<file path="config.mk">
export PLATFORM = sky130hd
export DESIGN_NAME = mesh_term_tx
export DESIGN_NICKNAME = d
export VERILOG_FILES = /design/src/rtl/mesh_term_tx.sv
export SDC_FILE = /design/constraint.sdc
export NUM_CORES = 1
export LEC_CHECK = 0
export CORE_ASPECT_RATIO = 1.5
export CORE_MARGIN = 3
export CORE_UTILIZATION = 53
export CTS_CLUSTER_SIZE = 30
export DETAILED_ROUTE_END_ITERATION = 10
export PLACE_DENSITY = 0.82
export SLEW_MARGIN = 20
export SYNTH_ARGS = -nofsm -noshare
export SYNTH_HDL_FRONTEND = slang
export SYNTH_SLANG_ARGS = --single-unit
</file>
<file path="constraint.sdc">
create_clock -name clk -period 2.91 [get_ports clk]
set_clock_uncertainty 0.1 [all_clocks]
set_input_delay 0.4365 -clock clk [delete_from_list [all_inputs] [get_ports clk]]
set_output_delay 0.4365 -clock clk [all_outputs]
set_load 0.02 [all_outputs]
</file>
<file path="src/rtl/mesh_term_tx.sv">
// mesh_term_tx: terminal-side packet source for one mesh terminal.
// Buffers host packets with a per-packet delay, then presents each head packet
// to the router until the router consumes it with popin.
// Optional feature macro: MESH_TX_OVF_CNT_EN adds a saturating dropped-write counter.
module mesh_term_tx #(
  parameter int pckg_sz    = 40,
  parameter int fifo_depth = 4,
  parameter int dly_w      = 8
) (
  input  logic                        clk,
  input  logic                        reset,
  input  logic                        push,
  input  logic [pckg_sz-1:0]          din,
  input  logic [dly_w-1:0]            dly,
  output logic                        full,
  output logic [$clog2(fifo_depth):0] count,
  output logic [pckg_sz-1:0]          data_out_i_in,
  output logic                        pndng_i_in,
  input  logic                        popin,
  output logic                        overflow
`ifdef MESH_TX_OVF_CNT_EN
  ,
  output logic [15:0]                 ovf_cnt
`endif
);

  localparam int AW = $clog2(fifo_depth);
  localparam int CW = AW + 1;
  localparam int EW = dly_w + pckg_sz;

  typedef enum logic [1:0] {IDLE, WAIT, PRESENT} state_t;

  logic [EW-1:0]      mem [fifo_depth];
  logic [AW-1:0]      wr_ptr;
  logic [AW-1:0]      rd_ptr;
  logic [AW-1:0]      rd_ptr_inc;
  logic [CW-1:0]      count_nxt;
  logic               at_full;
  logic               pop_acc;
  logic               push_acc;
  logic               push_drop;
  logic [EW-1:0]      head;
  logic [EW-1:0]      next_head;

  state_t             state;
  state_t             state_nxt;
  logic [dly_w-1:0]   dly_cnt;
  logic [dly_w-1:0]   dly_cnt_nxt;
  logic [pckg_sz-1:0] data_nxt;
  logic               load;
  logic [EW-1:0]      ld_entry;

  // A pop only counts while a packet is actually being presented; a pop at full frees
  // the slot so a same-cycle push is still accepted.
  assign at_full    = (count == CW'(fifo_depth));
  assign pop_acc    = popin && (state == PRESENT);
  assign push_acc   = push && (!at_full || pop_acc);
  assign push_drop  = push && at_full && !pop_acc;
  assign rd_ptr_inc = rd_ptr + 1'b1;
  assign head       = mem[rd_ptr];
  assign next_head  = mem[rd_ptr_inc];
  assign pndng_i_in = (state == PRESENT);

  // Occupancy update from accepted push/pop.
  always_comb begin
    count_nxt = count;
    if (push_acc && !pop_acc)
      count_nxt = count + 1'b1;
    else if (!push_acc && pop_acc)
      count_nxt = count - 1'b1;
  end

  // Packet storage; entries need no reset because count gates every read.
  always_ff @(posedge clk) begin
    if (push_acc)
      mem[wr_ptr] <= {dly, din};
  end

  // Pointers, occupancy, full flag and the one-cycle overflow pulse.
  always_ff @(posedge clk or negedge reset) begin
    if (!reset) begin
      wr_ptr   <= '0;
      rd_ptr   <= '0;
      count    <= '0;
      full     <= 1'b0;
      overflow <= 1'b0;
    end else begin
      if (push_acc)
        wr_ptr <= wr_ptr + 1'b1;
      if (pop_acc)
        rd_ptr <= rd_ptr_inc;
      count    <= count_nxt;
      full     <= (count_nxt == CW'(fifo_depth));
      overflow <= push_drop;
    end
  end

  // Next-state logic: whenever a new head is taken up, a zero delay goes straight to
  // PRESENT; otherwise WAIT counts down from dly-1 so the packet appears dly+1 cycles
  // after it was written into an empty buffer.
  always_comb begin
    state_nxt   = state;
    dly_cnt_nxt = dly_cnt;
    data_nxt    = data_out_i_in;
    load        = 1'b0;
    ld_entry    = head;
    case (state)
      IDLE: begin
        if (count != '0) begin
          load     = 1'b1;
          ld_entry = head;
        end
      end
      WAIT: begin
        if (dly_cnt == '0) begin
          state_nxt = PRESENT;
          data_nxt  = head[pckg_sz-1:0];
        end else begin
          dly_cnt_nxt = dly_cnt - 1'b1;
        end
      end
      PRESENT: begin
        if (pop_acc) begin
          if (count > CW'(1)) begin
            load     = 1'b1;
            ld_entry = next_head;
          end else begin
            state_nxt = IDLE;
          end
        end
      end
      default: state_nxt = IDLE;
    endcase
    if (load) begin
      if (ld_entry[EW-1 -: dly_w] == '0) begin
        state_nxt = PRESENT;
        data_nxt  = ld_entry[pckg_sz-1:0];
      end else begin
        state_nxt   = WAIT;
        dly_cnt_nxt = ld_entry[EW-1 -: dly_w] - 1'b1;
      end
    end
  end

  // FSM state, delay counter and the registered packet toward the router.
  always_ff @(posedge clk or negedge reset) begin
    if (!reset) begin
      state         <= IDLE;
      dly_cnt       <= '0;
      data_out_i_in <= '0;
    end else begin
      state         <= state_nxt;
      dly_cnt       <= dly_cnt_nxt;
      data_out_i_in <= data_nxt;
    end
  end

`ifdef MESH_TX_OVF_CNT_EN
  // Saturating count of dropped host writes, cleared only by reset.
  always_ff @(posedge clk or negedge reset) begin
    if (!reset)
      ovf_cnt <= '0;
    else if (push_drop && (ovf_cnt != 16'hFFFF))
      ovf_cnt <= ovf_cnt + 1'b1;
  end
`endif

endmodule

</file>
==> results.yml, run 1 <==
drt:
  first_pass_iters: 6
  num_vias: 7682
  vias_per_cell: 6.47
  routed_wl_um: 29300
  drt_iter0_drc: 705
  ant_nets: 0
  detail_route.wl_per_cell_um: 24.7
  drc: 0
worst_setup_path:
  arrival_ns: 3.28
  startpoint_type: "flip-flop"
  crit_slowest_cell: "dfrtp_4"
  required_ns: 3.22
  endpoint_kind: "flip-flop"
  crit_fanout: 7
  path_class: "flip-flop to flip-flop"
  crit_buf_inv: 3
  max_stage_delay_ns: 0.50
  cp_top_family: "compound AO/OA/AOI/OAI gates"
  crit_path_cell_trace: "mux2_2 > nand4b_1 > o2111ai_2 > nor2_2 > ha_2 > inv_2 > nor3_2 > nand4_1 > a21boi_4 > buf_12 > clkbuf_16 > a211oi_2 > a31oi_1"
min_path:
  min_path_type: "flip-flop to flip-flop"
yosys:
  yosys_warnings: 0
  synth.top_cells.by_count: "edfxtp_1 (192), nand2_1 (99), mux4_2 (92)"
  synth-seq-area-share_pct: 61.3
  ys_ff_latch: 251
  synth.distinct_cells: 49
  synth_edf_count: 192
  synth-async-reset-ratio_pct: 23.5
  avgSynthCellArea_um2: 15.5
  synth_fp_nets: 824
  yosysMostFrequentCell: "edfxtp_1"
  synth_area_leader_cell: "edfxtp_1"
  synth_area_um2: 11800
  syn_inst: 762
  yosys-top-cells-area: "edfxtp_1 (49%), mux4_2 (18%), dfrtp_1 (12%), nand2_1 (3.1%), a211oi_1 (2.6%)"
  synthFlopType: "edfxtp_1"
  yosysTopAreaCellShare_pct: 48.8
finish:
  antenna_cells: 0
  drive_gt1_share_pct: 26.0
  final_nets: 961
  syn2layout_area_growth_pct: 23.8
  utilization_pct: 67.1
  register_area_um2: 7250
  multi_input_area_um2: 4370
  n_fill_cell: 1432
  layoutNonFillerInstCount: 1187
cts:
  cts_buffer_depth: 3
  h-tree-depth: 1
  clk_pin_slew_ns: 0.07
  insertion_delay_ns: 0.50
  clock-root-buffer: "clkbuf_16"
  cts_tree: "built"
  cts_buffers: 23
  cts.sinks: 251
run_status:
  violations: "negative setup slack"
  status: "finished, violations left"
place:
  routabilityCongestion: 0.802
  port_buffers: 97
  place_inst: 1121
  hpwl_um: 15700
global_routing:
  grt_pass1_vias: 7942
  grt_pass1_wl_um: 40600
  antenna_found_initial: 0
  grt_max_degree: 94
  grtUsageTotal_pct: 21.4
  overflow: 0
floorplan:
  num_rows: 66
  start_util_pct: 54.2
  core_area_um2: 21800
  die_area_um2: 24200
  die-width_um: 128
  die_h_um: 189
  io_pins: 98
timing:
  hold_ws_ns: 0.447
  timing.final.crit_period_ns: 2.97
  rsz0062_at_grt: "true"
  period_share_pct: 102
  worst_slew_pin_slew_ns: 1.05
  slew_headroom_pct: 30.3
  setup_viol: 12
  setup_ws_ns: -0.0559
  final_hold_viol_count: 0
  fmaxAchievable_mhz: 337
  drv_slew: 0
pwr:
  ir_drop_mv: 0.725
  p_per_area_nw_per_um2: 1040
  leakage_nw: 5.11
run:
  maxCapViolations: 0
==> per-stage QoR <==
step           cell area (um2)  power, mW  TNS, ns  setup slack [ns]
6_report                 14600       15.2   -0.191           -0.0559
5_1_grt                  14600       15.9    -4.08            -0.147
4_1_cts                  14200       14.9        0           0.00101
3_5_place_dp             13400       11.8   -21.94            -0.533
3_3_place_gp             13400       11.6   -18.39            -0.430
2_1_floorplan            11800       9.72        0            0.0385
==> worst reg2reg max path, stage by stage (launching register included) <==
cell and delay (ns):
dfrtp_4 0.50, mux2_2 0.30, nand4b_1 0.14, o2111ai_2 0.16, nor2_2 0.16, ha_2 0.20, inv_2 0.05, nor3_2 0.14
nand4_1 0.17, a21boi_4 0.28, buf_12 0.20, clkbuf_16 0.18, a211oi_2 0.05, a31oi_1 0.24
==> power by group <==
group	leakage (nW)	internal (mW)	total (mW)	switching [mW]
combinational	2.30	3.38	6.70	3.31
sequential	2.46	4.89	5.52	0.625
clock	0.354	1.66	2.95	1.29
==> cell type report <==
| type | instances | area share [%] |
|---|---|---|
| flip-flops and latches | 251 | 49.5 |
| well taps | 272 | 2.33 |
| clock inverters | 14 | 0.906 |
| multi-input cells | 447 | 29.8 |
| clock buffers | 27 | 4.10 |
| repair buffers | 166 | 13.0 |
| inverters | 10 | 0.257 |
==> kinds of logic (layout without fill, tap and decap cells) <==
kind of cell / after synthesis / after routing / synth area share (%)
buffers and inverters: 64 / 217 / 2.76
flip-flops: 251 / 251 / 61.3
AND/OR/NAND/NOR: 205 / 205 / 8.53
multiplexers: 104 / 104 / 18.7
adder cells (fa/ha/maj): 10 / 10 / 1.06
XOR/XNOR: 13 / 13 / 0.963
AO/OA/AOI/OAI: 115 / 115 / 6.75
==> registers in the layout, indices dropped and copies added (netlist names) <==
name           count
overflow           1
dly_cnt            8
count              3
rd_ptr             2
wr_ptr             2
mem              192
state              2
data_out_i_in     40
full               1
==> worst paths after layout <==
path | slack [ns] | to | start | cells after the start
worst max-delay path | -0.06 | data_out_i_in[37] | rd_ptr[1] | 13
worst min-delay path | 0.45 | dly_cnt[1] | dly_cnt[1] | 2
worst max register to register | -0.06 | data_out_i_in[37] | rd_ptr[1] | 13
worst min register to register | 0.45 | dly_cnt[1] | dly_cnt[1] | 2
max in group asynchronous | 1.59 | rd_ptr[1] | reset | 2
min in group asynchronous | 0.46 | data_out_i_in[28] | reset | 2
==> repair_timing <==
item	in CTS	in global routing
setup buffers	3	7
pin swaps	1	21
cloned	2	12
hold endpoints to repair	59	0
setup endpoints to repair	27	48
resized for setup	1	26
hold buffers	1	0
==> metal layers <==
| layer | GRT usage [%] | wire (um) | vias to the layer above |
|---|---|---|---|
| met5 | 0 | 0 | - |
| met4 | 9.27 | 1310 | 0 |
| met3 | 2.34 | 2010 | 108 |
| met2 | 39.9 | 16100 | 398 |
| met1 | 24.7 | 9910 | 3880 |
| li1 | - | - | 3296 |
==> cells in the final DEF, fill, tap and decap left out, drive strengths merged, types with 6 or more instances in the layout <==
cell type,Yosys,routed
dfrtp,59,59
nand3,11,11
inv,10,11
a31oi,41,41
mux4,92,92
clkinv,0,8
ha,10,10
o21ai,11,11
nand2,99,99
nor2,16,16
xnor2,9,9
buf,29,61
clkbuf,25,35
clkdlybuf4s50,0,96
a21oi,8,8
a211oi,41,41
nor3,6,6
nor2b,43,43
mux2,8,8
edfxtp,192,192
(Power assumes the default switching activity.)
==> run 2: changes to the inputs <==
Settings changed: CAP_MARGIN set to 20, SLEW_MARGIN 20 to 30.
==> results of run 2 <==
No change in the layout: final DEF, timing and power equal those of run 1.
==> run 3: changes to the inputs <==
Settings changed: CTS_CLUSTER_DIAMETER set to 80, PLACE_DENSITY 0.82 to 0.86.
==> run 3 against run 2 <==
The flow still finishes with violations (negative setup slack). Clock power down 34%. Register-to-register slack better by 0.03 ns. Non-clock buffer count down 9. Setup slack better by 0.029 ns. Critical endpoint is now data_out_i_in[8]. Largest cell class unchanged. Largest power group unchanged.
==> results.yml, run 3 (synthesis gave the netlist of run 1 again) <==
global_routing:
  grt_pass1_vias: 7722
  overflow: 0
  grt_pass1_wl_um: 40600
  antenna_found_initial: 1
  grt_max_degree: 88
  grtUsageTotal_pct: 21.5
pwr:
  comb_power_share_pct: 46.7
  clock_power_share_pct: 14.0
  ir_drop_mv: 0.569
  p_per_area_nw_per_um2: 986
  switching_share_pct: 34.9
  internal_power_mw: 9.03
  leakage_nw: 4.85
  p_seq_share_pct: 39.3
  switchingPower_mw: 4.84
floorplan:
  die_area_um2: 24200
  die-width_um: 128
  start_util_pct: 54.2
  num_rows: 66
  core_area_um2: 21800
  die_h_um: 189
  io_pins: 98
run_status:
  status: "finished, violations left"
  violations: "negative setup slack"
timing:
  setup_viol: 7
  timing.final.crit_period_ns: 2.94
  hold_ws_ns: 0.0334
  drv_slew: 0
  setup_ws_ns: -0.0270
  fmaxAchievable_mhz: 340
  period_share_pct: 101
  final_hold_viol_count: 0
  slew_headroom_pct: 32.3
  worst_slew_pin_slew_ns: 1.01
  rsz0062_at_grt: "true"
finish:
  final_common_cell: "edfxtp_1"
  final_cell_mix: "edfxtp_1 (192), nand2_1 (98), clkdlybuf4s50_1 (96)"
  syn2layout_area_growth_pct: 19.0
  register_area_um2: 7250
  largest_reg_flops: 192
  multi_input_area_um2: 4340
  final_nets: 941
  layoutNonFillerInstCount: 1158
  top_register: "mem"
  drive_gt1_share_pct: 22.6
  reg.largest.list: "mem (192), data_out_i_in (40), dly_cnt (8)"
  n_fill_cell: 1496
worst_setup_path:
  cp_top_family: "compound AO/OA/AOI/OAI gates"
  crit_buf_inv: 4
  required_ns: 3.19
  arrival_ns: 3.21
  crit_path_cell_trace: "nand3b_1 > o211ai_1 > o2111ai_2 > nor2_2 > ha_2 > inv_2 > nor3_2 > nand4_1 > a21boi_4 > buf_12 > buf_4 > clkbuf_16 > a31oi_1"
  path_class: "flip-flop to flip-flop"
  crit_slowest_cell: "dfrtp_1"
  max_stage_delay_ns: 0.40
  endpoint_kind: "flip-flop"
  crit_fanout: 9
  startpoint_type: "flip-flop"
cts:
  holdBufCountCts: 0
  cts_buffers: 12
  insertion_delay_ns: 0.49
  cts.sinks: 251
  clock-root-buffer: "clkbuf_16"
  h-tree-depth: 1
  clk_pin_slew_ns: 0.11
  cts_tree: "built"
  cts_buffer_depth: 3
run:
  maxCapViolations: 0
drt:
  ant_nets: 0
  num_vias: 7393
  routed_wl_um: 26900
  drt_iter0_drc: 650
  vias_per_cell: 6.38
  detail_route.wl_per_cell_um: 23.2
  first_pass_iters: 5
  drc: 0
place:
  dp_slack_ns: -0.659
  routabilityCongestion: 0.886
  port_buffers: 97
  hpwl_um: 16200
  place_inst: 1123
min_path:
  min_path_type: "input pin to asynchronous set/reset pin"
-- run 3: changes by cell type in the layout (fill, tap and decap cells not counted), sizes merged --
cell,delta
bufinv,-2
dlygate4sd3,-1
clkinv,-8
clkbuf,-12
diode,+1
clkinvlp,-3
buf,-4
-- run 3: final timing paths --
check | start | to | slack [ns] | cells past startpoint
setup reg to reg | state[0] | data_out_i_in[8] | -0.03 | 13
hold / removal | reset | data_out_i_in[30] | 0.03 | 2
setup / recovery | state[0] | data_out_i_in[8] | -0.03 | 13
max in group asynchronous | reset | rd_ptr[1] | 2.03 | 2
hold reg to reg | dly_cnt[1] | dly_cnt[1] | 0.47 | 2
min in group clk | din[6] | mem[1][6] | 0.46 | 1
-- run 3: worst reg2reg max path, stage by stage, from the launching register on --
cell and delay, ns:
dfrtp_1 0.40, nand3b_1 0.29, o211ai_1 0.31, o2111ai_2 0.18, nor2_2 0.14, ha_2 0.21
inv_2 0.06, nor3_2 0.10, nand4_1 0.19, a21boi_4 0.22, buf_12 0.18, buf_4 0.17
clkbuf_16 0.17, a31oi_1 0.09
-- run 3: repair_timing --
action                                  CTS  global route
pin swaps                                 7            10
gates cloned                              3             5
buffers inserted                          5             2
endpoints found under the setup margin   40            48
gates resized for setup                   6            16
-- run 3: power by group through the flow --
stage	logic, mW	registers, mW	clock network, mW
after floorplan	4.02	5.69	0
after global placement	6.11	5.46	0
after detailed placement	6.30	5.49	0
after CTS	6.39	5.43	1.98
after global routing	6.97	5.53	2.12
final	6.47	5.45	1.94
-- run 3: metal layers --
metal / vias to the layer above / track usage (%) / share of wire [%] / wire (um)
met1: 3781 / 24.6 / 35 / 9410
met5: - / 0 / 0 / 0
met2: 282 / 38.8 / 55 / 14700
met4: 0 / 10.9 / 4.5 / 1210
li1: 3245 / - / - / -
met3: 85 / 2.88 / 5.9 / 1580
-- run 3: final cells by class --
class	instances	share of cell area, %
Antenna cell	1	0.0178
Clock buffer	19	2.47
Clock inverter	1	0.142
Inverter	10	0.267
Multi-Input combinational cell	447	30.8
Sequential cell	251	51.5
Tap cell	272	2.42
Timing Repair Buffer	157	12.3
-- run 3: stage by stage --
stage / setup TNS, ns / total power [mW] / util (%) / instance area [um2]
global route: -3.90 / 14.6 / 64.5 / 14100
floorplan: 0 / 9.72 / - / 11800
CTS: 0 / 13.8 / 63.8 / 13900
finish: -0.0670 / 13.9 / 64.5 / 14100
global placement: -23.24 / 11.6 / 61.3 / 13400
detailed placement: -27.16 / 11.8 / 61.3 / 13400
